[config.mk]
export PLATFORM = sky130hd
export DESIGN_NAME = sram_axi_bridge
export DESIGN_NICKNAME = d
export VERILOG_FILES = /design/src/rtl/cpu_bus_pkg.sv /design/src/rtl/axi_write_ch.sv /design/src/rtl/sram_axi_bridge.sv
export SDC_FILE = /design/constraint.sdc
export NUM_CORES = 1
export LEC_CHECK = 0
export BUFFER_PORTS_ARGS = -buffer_cell sky130_fd_sc_hd__buf_4
export CAP_MARGIN = 10
export CORE_AREA = 3 3 163 165
export DETAILED_ROUTE_END_ITERATION = 10
export DIE_AREA = 0 0 166 168
export PLACE_DENSITY = 0.61
export REMOVE_ABC_BUFFERS = 1
export SYNTH_ARGS = -nofsm -noshare
export SYNTH_HDL_FRONTEND = slang
export SYNTH_SLANG_ARGS = --single-unit
[constraint.sdc]
create_clock -name clk -period 2.41 [get_ports clk]
set_input_delay 0.482 -clock clk [delete_from_list [all_inputs] [get_ports clk]]
set_output_delay 0.482 -clock clk [all_outputs]
set_load 0.005 [all_outputs]
[src/rtl/cpu_bus_pkg.sv]
// Shared bus types for the core's SRAM-like to AXI3 bridge.
// States, AXI ID values and fixed transfer attributes.
package cpu_bus_pkg;

  typedef enum logic [1:0] {
    R_IDLE = 2'd0,
    R_AR   = 2'd1,
    R_R    = 2'd2
  } r_state_e;

  typedef enum logic [1:0] {
    W_IDLE = 2'd0,
    W_SEND = 2'd1,
    W_B    = 2'd2
  } w_state_e;

  localparam logic [3:0] ID_INST    = 4'd0;
  localparam logic [3:0] ID_DATA    = 4'd1;
  localparam logic [1:0] BURST_INCR = 2'b01;
  localparam logic [7:0] LEN_SINGLE = 8'd0;
  localparam logic [3:0] CACHE_NONE = 4'd0;

endpackage

[src/rtl/axi_write_ch.sv]
// Single-beat AXI3 write issue: AW and W launched together,
// each dropped on its own handshake, then wait for B.
module axi_write_ch
  import cpu_bus_pkg::*;
(
  input  logic        clk,
  input  logic        resetn,
  input  logic        start_i,
  input  logic [31:0] addr_i,
  input  logic [1:0]  size_i,
  input  logic [3:0]  wstrb_i,
  input  logic [31:0] wdata_i,
  input  logic        awready_i,
  input  logic        wready_i,
  input  logic        bvalid_i,
  output logic        awvalid_o,
  output logic        wvalid_o,
  output logic        bready_o,
  output logic [31:0] awaddr_o,
  output logic [1:0]  awsize_o,
  output logic [3:0]  wstrb_o,
  output logic [31:0] wdata_o,
  output logic        idle_o,
  output logic        done_o
);

  w_state_e    w_state_q;
  logic        awvalid_q;
  logic        wvalid_q;
  logic        bready_q;
  logic [31:0] addr_q;
  logic [1:0]  size_q;
  logic [3:0]  wstrb_q;
  logic [31:0] wdata_q;

  // a channel counts as done once its valid has dropped or it fires now
  logic aw_done;
  logic w_done;
  assign aw_done = ~awvalid_q | awready_i;
  assign w_done  = ~wvalid_q | wready_i;

  always_ff @(posedge clk) begin
    if (!resetn) begin
      w_state_q <= W_IDLE;
      awvalid_q <= 1'b0;
      wvalid_q  <= 1'b0;
      bready_q  <= 1'b0;
      addr_q    <= '0;
      size_q    <= '0;
      wstrb_q   <= '0;
      wdata_q   <= '0;
    end else begin
      unique case (w_state_q)
        W_IDLE: begin
          if (start_i) begin
            addr_q    <= addr_i;
            size_q    <= size_i;
            wstrb_q   <= wstrb_i;
            wdata_q   <= wdata_i;
            awvalid_q <= 1'b1;
            wvalid_q  <= 1'b1;
            w_state_q <= W_SEND;
          end
        end
        W_SEND: begin
          if (awready_i) awvalid_q <= 1'b0;
          if (wready_i)  wvalid_q  <= 1'b0;
          if (aw_done && w_done) begin
            bready_q  <= 1'b1;
            w_state_q <= W_B;
          end
        end
        W_B: begin
          if (bvalid_i) begin
            bready_q  <= 1'b0;
            w_state_q <= W_IDLE;
          end
        end
        default: w_state_q <= W_IDLE;
      endcase
    end
  end

  assign awvalid_o = awvalid_q;
  assign wvalid_o  = wvalid_q;
  assign bready_o  = bready_q;
  assign awaddr_o  = addr_q;
  assign awsize_o  = size_q;
  assign wstrb_o   = wstrb_q;
  assign wdata_o   = wdata_q;
  assign idle_o    = (w_state_q == W_IDLE);
  assign done_o    = bready_q & bvalid_i;

endmodule

[src/rtl/sram_axi_bridge.sv]
// Shares one AXI3 master between the inst and data SRAM-like ports.
// One read and one write outstanding; data reads win over inst reads.
module sram_axi_bridge
  import cpu_bus_pkg::*;
(
  input  logic        clk,
  input  logic        resetn,
  input  logic        inst_req,
  input  logic        inst_wr,
  input  logic [1:0]  inst_size,
  input  logic [3:0]  inst_wstrb,
  input  logic [31:0] inst_addr,
  input  logic [31:0] inst_wdata,
  output logic        inst_addr_ok,
  output logic        inst_data_ok,
  output logic [31:0] inst_rdata,
  input  logic        data_req,
  input  logic        data_wr,
  input  logic [1:0]  data_size,
  input  logic [3:0]  data_wstrb,
  input  logic [31:0] data_addr,
  input  logic [31:0] data_wdata,
  output logic        data_addr_ok,
  output logic        data_data_ok,
  output logic [31:0] data_rdata,
  output logic [3:0]  arid,
  output logic [31:0] araddr,
  output logic [7:0]  arlen,
  output logic [2:0]  arsize,
  output logic [1:0]  arburst,
  output logic [1:0]  arlock,
  output logic [3:0]  arcache,
  output logic [2:0]  arprot,
  output logic        arvalid,
  input  logic        arready,
  input  logic [3:0]  rid,
  input  logic [31:0] rdata,
  input  logic [1:0]  rresp,
  input  logic        rlast,
  input  logic        rvalid,
  output logic        rready,
  output logic [3:0]  awid,
  output logic [31:0] awaddr,
  output logic [7:0]  awlen,
  output logic [2:0]  awsize,
  output logic [1:0]  awburst,
  output logic [1:0]  awlock,
  output logic [3:0]  awcache,
  output logic [2:0]  awprot,
  output logic        awvalid,
  input  logic        awready,
  output logic [3:0]  wid,
  output logic [31:0] wdata,
  output logic [3:0]  wstrb,
  output logic        wlast,
  output logic        wvalid,
  input  logic        wready,
  input  logic [3:0]  bid,
  input  logic [1:0]  bresp,
  input  logic        bvalid,
  output logic        bready
);

  r_state_e    r_state_q;
  logic [31:0] r_addr_q;
  logic [1:0]  r_size_q;
  logic        r_own_q;
  logic        arvalid_q;
  logic        rready_q;

  logic        r_idle;
  logic        d_rd;
  logic        w_idle;
  logic        w_done;
  logic        rd_acc;
  logic        if_acc;
  logic        wr_acc;
  logic        r_fire;
  logic [1:0]  aw_size;

  assign r_idle = (r_state_q == R_IDLE);
  assign d_rd   = data_req & ~data_wr;
  assign rd_acc = r_idle & d_rd & w_idle;
  assign if_acc = r_idle & inst_req & ~d_rd;
  // a write may overlap an inst read, but never a data read
  assign wr_acc = w_idle & data_req & data_wr
                & ~(~r_idle & r_own_q);

  assign data_addr_ok = rd_acc | wr_acc;
  assign inst_addr_ok = if_acc;

  always_ff @(posedge clk) begin
    if (!resetn) begin
      r_state_q <= R_IDLE;
      r_addr_q  <= '0;
      r_size_q  <= '0;
      r_own_q   <= 1'b0;
      arvalid_q <= 1'b0;
      rready_q  <= 1'b0;
    end else begin
      unique case (r_state_q)
        R_IDLE: begin
          if (rd_acc || if_acc) begin
            r_addr_q  <= rd_acc ? data_addr : inst_addr;
            r_size_q  <= rd_acc ? data_size : inst_size;
            r_own_q   <= rd_acc;
            arvalid_q <= 1'b1;
            r_state_q <= R_AR;
          end
        end
        R_AR: begin
          if (arready) begin
            arvalid_q <= 1'b0;
            rready_q  <= 1'b1;
            r_state_q <= R_R;
          end
        end
        R_R: begin
          if (rvalid) begin
            rready_q  <= 1'b0;
            r_state_q <= R_IDLE;
          end
        end
        default: r_state_q <= R_IDLE;
      endcase
    end
  end

  axi_write_ch u_wch (
    .clk      (clk),
    .resetn   (resetn),
    .start_i  (wr_acc),
    .addr_i   (data_addr),
    .size_i   (data_size),
    .wstrb_i  (data_wstrb),
    .wdata_i  (data_wdata),
    .awready_i(awready),
    .wready_i (wready),
    .bvalid_i (bvalid),
    .awvalid_o(awvalid),
    .wvalid_o (wvalid),
    .bready_o (bready),
    .awaddr_o (awaddr),
    .awsize_o (aw_size),
    .wstrb_o  (wstrb),
    .wdata_o  (wdata),
    .idle_o   (w_idle),
    .done_o   (w_done)
  );

  assign r_fire       = rready_q & rvalid;
  assign inst_data_ok = r_fire & ~rid[0];
  assign data_data_ok = (r_fire & rid[0]) | w_done;
  assign inst_rdata   = rdata;
  assign data_rdata   = rdata;

  assign arid    = r_own_q ? ID_DATA : ID_INST;
  assign araddr  = r_addr_q;
  assign arlen   = LEN_SINGLE;
  assign arsize  = {1'b0, r_size_q};
  assign arburst = BURST_INCR;
  assign arlock  = 2'b00;
  assign arcache = CACHE_NONE;
  assign arprot  = 3'b000;
  assign arvalid = arvalid_q;
  assign rready  = rready_q;

  assign awid    = ID_DATA;
  assign awlen   = LEN_SINGLE;
  assign awsize  = {1'b0, aw_size};
  assign awburst = BURST_INCR;
  assign awlock  = 2'b00;
  assign awcache = CACHE_NONE;
  assign awprot  = 3'b000;
  assign wid     = ID_DATA;
  assign wlast   = 1'b1;

  logic unused_ok;
  assign unused_ok = ^{inst_wr, inst_wstrb, inst_wdata, rid[3:1],
                       rresp, rlast, bid, bresp};

endmodule

# Word level (Yosys, flattened, before mapping)

Cells that the tools add are included.

Input bits: 196
Output and inout bits: 230
Bits in registers: 114
Logic and storage cells: 92

Bitwise operators: 24
Equality and inequality tests: 12
Reduce and logical (&&, ||, !) cells: 17
Multiplexer cells: 25

Operators by type and width:

| cell               | number |
|---|---|
| $mux 32            | 1 |
| $reduce_and 3->1   | 7 |
| $mux 2             | 7 |
| $and 1x1->1        | 13 |
| $pmux 2 s3         | 2 |
| $mux 1             | 10 |
| $ne 2x2->1 const B | 5 |
| $pmux 1 s2         | 5 |
| $reduce_bool 2->1  | 4 |
| $not 1->1          | 7 |
| $ne 2x1->1 const B | 3 |
| $eq 2x1->1 const B | 2 |
| $eq 2x2->1 const B | 2 |
| $logic_not 2->1    | 2 |
| $or 1x1->1         | 4 |
| $reduce_and 2->1   | 2 |
| $logic_and 1x1->1  | 1 |
| $logic_or 1x1->1   | 1 |

# Depth between registers and ports, before layout

Gate-level depths: netlist (run 1).

Depth after elaboration: 7
Depth in mapped cells: 7

# Modules after synthesis

A second synthesis (run 1) with hierarchy kept.

Cell total of the unflattened synthesis: 691
Area, all modules: 5791.8 µm²

Modules (own cells, without submodules):

| module          | times used | cells an instance | area each (µm²) |
|---|---|---|---|
| sram_axi_bridge | 1          | 351               | 2991.6 |
| axi_write_ch    | 1          | 340               | 2800.2 |

# Least setup slack after synthesis (run 1)

No wires, ideal clock.

Path kind: register to output
Start: register r_state_q[0]
End: output data_addr_ok
Stages on the path, launching flop included: 7
Path buffers: 3
Setup slack: 0.406 ns
Arrival time: 1.522 ns
Cell sequence: dfxtp_1 > buf_6 > or4_4 > buf_6 > or2_1 > buf_2 > nand2_1

Word-level cells in the longest chain between the ends: 6
Elaborated cells between the ends (all ways): 8
Those cells by class: 7 x bitwise; 1 x reduce/logical

RTL lines:

| element                | line                   | text |
|---|---|---|
| start, declared        | sram_axi_bridge.sv:64  | `r_state_e r_state_q;` |
| start signal, assigned | sram_axi_bridge.sv:94  | `r_state_q <= R_IDLE;` |
| start signal, assigned | sram_axi_bridge.sv:108 | `r_state_q <= R_AR;` |
| start signal, assigned | sram_axi_bridge.sv:115 | `r_state_q <= R_R;` |
| $logic_not 2->1 *      | sram_axi_bridge.sv:81  | `assign r_idle = (r_state_q == R_IDLE);` |
| $not 1->1              | sram_axi_bridge.sv:87  | `& ~(~r_idle & r_own_q);` |
| $and 1x1->1            | sram_axi_bridge.sv:87  |  |
| $not 1->1              | sram_axi_bridge.sv:87  |  |
| $and 1x1->1            | sram_axi_bridge.sv:87  |  |
| $or 1x1->1 *           | sram_axi_bridge.sv:89  | `assign data_addr_ok = rd_acc \| wr_acc;` |
| end, declared          | sram_axi_bridge.sv:23  | `output logic data_addr_ok,` |

Every way passes the cells marked *; elsewhere a longest branch is shown, timed or not.

# Final worst setup path (run 1)

Same ends and word-level chain as after synthesis.

==> results of run 1 <==
-- metal layers --
layer / vias up / part of all wire
met5: - / 0.0047
met4: 3 / 0.0092
met3: 24 / 0.15
met2: 350 / 0.42
met1: 2709 / 0.41
li1: 2626 / -
-- cell type report --
cell class / count / area, µm²
Clock buffer: 21 / 470
Clock inverter: 10 / 85.1
Fill cell: 2715 / 17600
Inverter: 2 / 7.51
Multi-Input combinational cell: 447 / 2450
Sequential cell: 114 / 2280
Tap cell: 330 / 413
Timing Repair Buffer: 246 / 1880
-- cells in the final DEF (no fill, tap or decap), types with 3 or more instances in the layout --
cell type   count
a21oi_1        77
a31oi_1        36
buf_12          3
buf_4         243
clkbuf_16      17
clkbuf_8        3
clkinv_2        5
clkinvlp_4      4
conb_1         52
dfxtp_1       114
nand2_1         9
nand2b_1        3
nand3_1        71
nand3b_1        3
nand4_1        34
nor2_1          4
o21ai_0       106
o31ai_1        34
-- worst max-delay path: stages, from the launching register on --
cell and delay (ps):
dfxtp_1 310, or4_4 530, or2_2 300, nand2_1 70, buf_4 120
-- kinds of logic (layout without fill, tap and decap cells) --
logic type | Yosys count | after routing | share of synthesized area
AOI/OAI and AO/OA | 256 | 256 | 0.250
buffers and inverters | 193 | 279 | 0.212
DFF | 114 | 114 | 0.401
other | 2 | 52 | 0.00132
and+or+nand+nor | 139 | 139 | 0.136
-- power groups by stage --
stage	Combinational [µW]	Clock, µW	Sequential, µW
3_5_place_dp	1050	0	2150
5_1_grt	1150	2570	2130
2_1_floorplan	387	0	2160
4_1_cts	1050	2500	2110
6_report	1040	2410	2110
3_3_place_gp	1040	0	2140
-- state kept, by name, indices dropped and copies added (netlist names) --
register / cells
u_wch.wdata_o: 32
u_wch.bready_o: 1
rready: 1
u_wch.wstrb_o: 4
arvalid: 1
u_wch.w_state_q: 2
r_size_q: 2
u_wch.awvalid_o: 1
u_wch.awaddr_o: 32
r_own_q: 1
araddr: 32
r_state_q: 2
u_wch.wvalid_o: 1
u_wch.awsize_o: 2
-- metrics by stage --
stage | worst slack, ps | hold WS (ps) | total power, µW | instance area [µm²]
2_1_floorplan | -4300 | 465 | 2550 | 4680
3_3_place_gp | 298 | 462 | 3180 | 7040
3_5_place_dp | 280 | 466 | 3200 | 7040
4_1_cts | 173 | 302 | 5660 | 7590
5_1_grt | 119 | 319 | 5840 | 7590
6_report | 202 | 330 | 5560 | 7590
-- worst min-delay path by stage --
stage	from	endpoint	slack, ps	depth (start not counted)
finish	data_wdata[9]	u_wch.wdata_o[9]$_SDFFE_PN0P_	330	3
global route	data_wdata[28]	u_wch.wdata_o[28]$_SDFFE_PN0P_	320	3
CTS	data_wdata[9]	u_wch.wdata_o[9]$_SDFFE_PN0P_	300	3
detailed placement	u_wch.wdata_o[15]$_SDFFE_PN0P_	u_wch.wdata_o[15]$_SDFFE_PN0P_	470	2
global placement	u_wch.awaddr_o[24]$_SDFFE_PN0P_	u_wch.awaddr_o[24]$_SDFFE_PN0P_	460	2
floorplan	u_wch.bready_o$_SDFFE_PN0P_	u_wch.bready_o$_SDFFE_PN0P_	460	2
==> impl_metrics.tcl, run 1 <==
set metrics [dict create \
    crit_path_end "data_addr_ok" \
    synthArstFlopShare 0 \
    reg2reg_slack_ps 530 \
    min_period_ps 2210 \
    slew_headroom 0.431 \
    avgViaCountPerCell 4.88 \
    globalRouteMet1Util 0.217 \
    synth_edf_count 0 \
    grt_max_degree 81 \
    ant_nets 0 \
    placed_cells 1139 \
    crit_path_end_kind "output port" \
    tns_ps 0 \
    fp-row-count 58 \
    die_h_um 168 \
    cp-start-kind "register" \
    cts-htree-levels 4 \
    crit_fanout 2 \
    synth-seq-cells 114 \
    drt_iter0_drc 345 \
    cts_buffer_depth 2 \
    rsz0062_at_grt "no" \
    leakagePower_uw 0.00310 \
    max_freq_ghz 0.453 \
    ys.flop_type "dfxtp_1" \
    initial_core_util 0.226 \
    ys_top_cells_by_count "117 x buf_4, 114 x dfxtp_1, 106 x o21ai_0" \
    clkLatencyLatePin_ps 410 \
    globalRouteMet2Util 0.244 \
    wirelength_um 25300 \
    antenna_found_initial 0 \
    grtUsageTotal 0.174 \
    slew_viol_final 0 \
    fp.dieW_um 166 \
    worstPathArrival_ps 1730 \
    core_area_um2 25200 \
    area_delta_synth_final_pct 33.5 \
    drv_cap 0 \
    path_clk_slew_ps 60 \
    min_path_type "input pin to register" \
    pwr-share-comb 0.188 \
    fin_cells 1170 \
    switchingPower_uw 1580 \
    yosysSeqAreaShare 0.401 \
    worst_slew_pin_slew_ps 853 \
    synth.area.top_cells "dfxtp_1 40%, buf_4 15%, o21ai_0 9.3%" \
    clockPowerShare 0.433 \
    p_per_area_nw_per_um2 733 \
    sw_frac_of_total 0.283 \
    synthesis.area_um2 5690 \
    wl_per_cell_um 21.6 \
    post_cts_buffers 0 \
    netlist.area_leader.share 0.401 \
    hpwlAfterDp_um 17800 \
    vias 5712 \
    grt_pass1_wl_um 37100 \
    io_pins 426 \
    use_met3 0.119 \
    grt-ovfl-total 0 \
    setup_viol 0 \
    cts.sinks 114 \
    seq_power_share 0.379 \
    vdd_drop_max_v 0.000348 \
    drive_gt1_frac 0.343 \
    hold_violations 0 \
    port_buffers 228 \
    grt_pass1_vias 5474 \
    final_nets 1024 \
    yosys.area.top_type "dfxtp_1" \
    path_class "register to output port" \
    diodes 0 \
    r2r-end "araddr[7]$_SDFFE_PN0P_" \
    run_status "finished, final reports clean" \
    drtPass1Iterations 5 \
    finalCritPeriodShare 0.916 \
    crit_path_start "r_state_q[0]$_SDFFE_PN0P_" \
    cts_tree "done" \
    place.gp.congestion 0.790 \
    synth_cells 704 \
    crit_required_ps 1930 \
    cts-root-buf "clkbuf_16" \
    clock_skew_ps 11.1 \
    synth_cell_types 32 \
    postCtsHoldBufs 0 \
    drc 0 \
    syn_area_per_cell_um2 8.08 \
    die-area_um2 27900 \
    rr_startpoint "r_state_q[0]$_SDFFE_PN0P_" \
    cts_made_buffers 17 \
    p_int_uw 3990 \
    cts_resized 0 \
    r2r_cells 4 \
    synth_warnings 0 \
    fin_util 0.302 \
    synth.most_common_cell "buf_4" \
    grt_busiest_layer "met2" \
]
No activity file was read; power rests on OpenSTA's default activity.
==> run 2, diff against run 1 <==
--- a/config.mk
+++ b/config.mk
@@ -10,7 +10,7 @@
 export CORE_AREA = 3 3 163 165
 export DETAILED_ROUTE_END_ITERATION = 10
 export DIE_AREA = 0 0 166 168
-export PLACE_DENSITY = 0.61
+export PLACE_DENSITY_LB_ADDON = 0.08
 export REMOVE_ABC_BUFFERS = 1
 export SYNTH_ARGS = -nofsm -noshare
 export SYNTH_HDL_FRONTEND = slang
==> impl_metrics.tcl, run 2 (synthesized netlist as in run 1, its figures left out) <==
set metrics [dict create \
    antenna_found_initial 0 \
    worstPathArrival_ps 1790 \
    grt_max_degree 72 \
    path_class "register to output port" \
    vias 5684 \
    hold_violations 0 \
    drt_iter0_drc 345 \
    cts-root-buf "clkbuf_16" \
    wl_per_cell_um 22.8 \
    drive_gt1_frac 0.344 \
    setup_viol 0 \
    fin_cells 1172 \
    cts.sinks 114 \
    place.gp.congestion 0.746 \
    min_path_type "input pin to register" \
    clock_skew_ps 9.65 \
    wirelength_um 26700 \
    crit_fanout 10 \
    area_delta_synth_final_pct 34.9 \
    leakagePower_uw 0.00313 \
    finalCritPeriodShare 0.941 \
    multiInputGateArea_um2 2450 \
    io_pins 426 \
    slowest_delay_ps 460 \
    grt-ovfl-total 0 \
    die_h_um 168 \
    slew_viol_final 0 \
    min_period_ps 2270 \
    cts_tree "done" \
    cts_resized 0 \
    drc 0 \
    p_per_area_nw_per_um2 771 \
    layout_commonest_cell "buf_4" \
    final_nets 1025 \
    crit_path_end_kind "output port" \
    postCtsHoldBufs 0 \
    cts_buffer_depth 2 \
    crit_required_ps 1930 \
    fillers 2702 \
    crit_slowest_cell "or4_4" \
    port_buffers 228 \
    initial_core_util 0.226 \
    path_clk_slew_ps 60 \
    cts_made_buffers 17 \
    post_cts_buffers 0 \
    grt_pass1_vias 5720 \
    cp-start-kind "register" \
    slew_headroom 0.447 \
    drv_cap 0 \
    placed_cells 1140 \
    fp.dieW_um 166 \
    vdd_drop_max_v 0.000387 \
    ant_nets 0 \
    die-area_um2 27900 \
    fp-row-count 58 \
    cts-htree-levels 4 \
    avgViaCountPerCell 4.85 \
    tns_ps 0 \
    core_area_um2 25200 \
    hpwlAfterDp_um 19000 \
    drtPass1Iterations 5 \
    run_status "finished, final reports clean" \
    fin_hold_ws_ps 328 \
    critPathTopFamily "simple AND/OR/NAND/NOR gates" \
    critical_path.cell_chain "or4_4, or2_2, nand2_1, buf_4" \
    worst_slew_pin_slew_ps 829 \
    diodes 0 \
    path_buf_inv 1 \
    grtUsageTotal 0.184 \
    final_cell_mix "245 x buf_4, 114 x dfxtp_1, 106 x o21ai_0, 77 x a21oi_1, 71 x nand3_1" \
    grt_pass1_wl_um 39000 \
    max_freq_ghz 0.441 \
    clkLatencyLatePin_ps 410 \
    rsz0062_at_grt "no" \
    register_area_um2 2280 \
]
run 2: cell types whose count changed in the layout (fill, tap and decap cells not counted), sizes merged:
cell	previous run	this run
clkbuf	21	20
clkinv	5	4
bufinv	1	4
buf	246	247
run 2: worst paths after layout:
check,start,to,slack [ps],cells past startpoint
max,u_wch.w_state_q[0]$_SDFFE_PN0P_,data_addr_ok,140,4
min reg2reg,u_wch.awaddr_o[16]$_SDFFE_PN0P_,u_wch.awaddr_o[16]$_SDFFE_PN0P_,480,2
min,data_wdata[7],u_wch.wdata_o[7]$_SDFFE_PN0P_,330,3
max reg2reg,r_state_q[0]$_SDFFE_PN0P_,araddr[10]$_SDFFE_PN0P_,510,4
run 2: metrics by stage:
| step | instance area [µm²] | worst slack (ps) | total power (µW) | utilization |
|---|---|---|---|---|
| floorplan | 4680 | -4300 | 2550 | - |
| global placement | 7030 | 463 | 3190 | 0.279 |
| detailed placement | 7030 | 424 | 3210 | 0.279 |
| CTS | 7670 | 107 | 6000 | 0.305 |
| global route | 7670 | 50.6 | 6190 | 0.305 |
| finish | 7670 | 141 | 5910 | 0.305 |
run 2: final cells by class:
cell class | instances | area share
Clock buffer | 20 | 0.0595
Inverter | 2 | 0.000979
Clock inverter | 12 | 0.0237
Sequential cell | 114 | 0.298
Multi-Input combinational cell | 447 | 0.319
Timing Repair Buffer | 247 | 0.245
Tap cell | 330 | 0.0538
run 2: worst register-to-register path, stage by stage (launching register included):
cell and delay (ps):
dfxtp_1 320, buf_4 180, or3b_2 810, o21ai_0 340
a31oi_1 100
run 2: report_power, final:
group	total [µW]	switching, µW	internal, µW
combinational	1040	569	468
sequential	2120	85.0	2030
clock	2750	964	1790
total	5910	1620	4290
run 2: per-layer routing:
metal	part of all wire	routed length, µm	track usage	vias to the layer above
met3	0.16	4280	0.133	13
met5	0.0052	138	0.0383	-
li1	-	-	-	2630
met2	0.45	12000	0.290	341
met4	0.0060	161	0.0362	2
met1	0.38	10100	0.202	2698
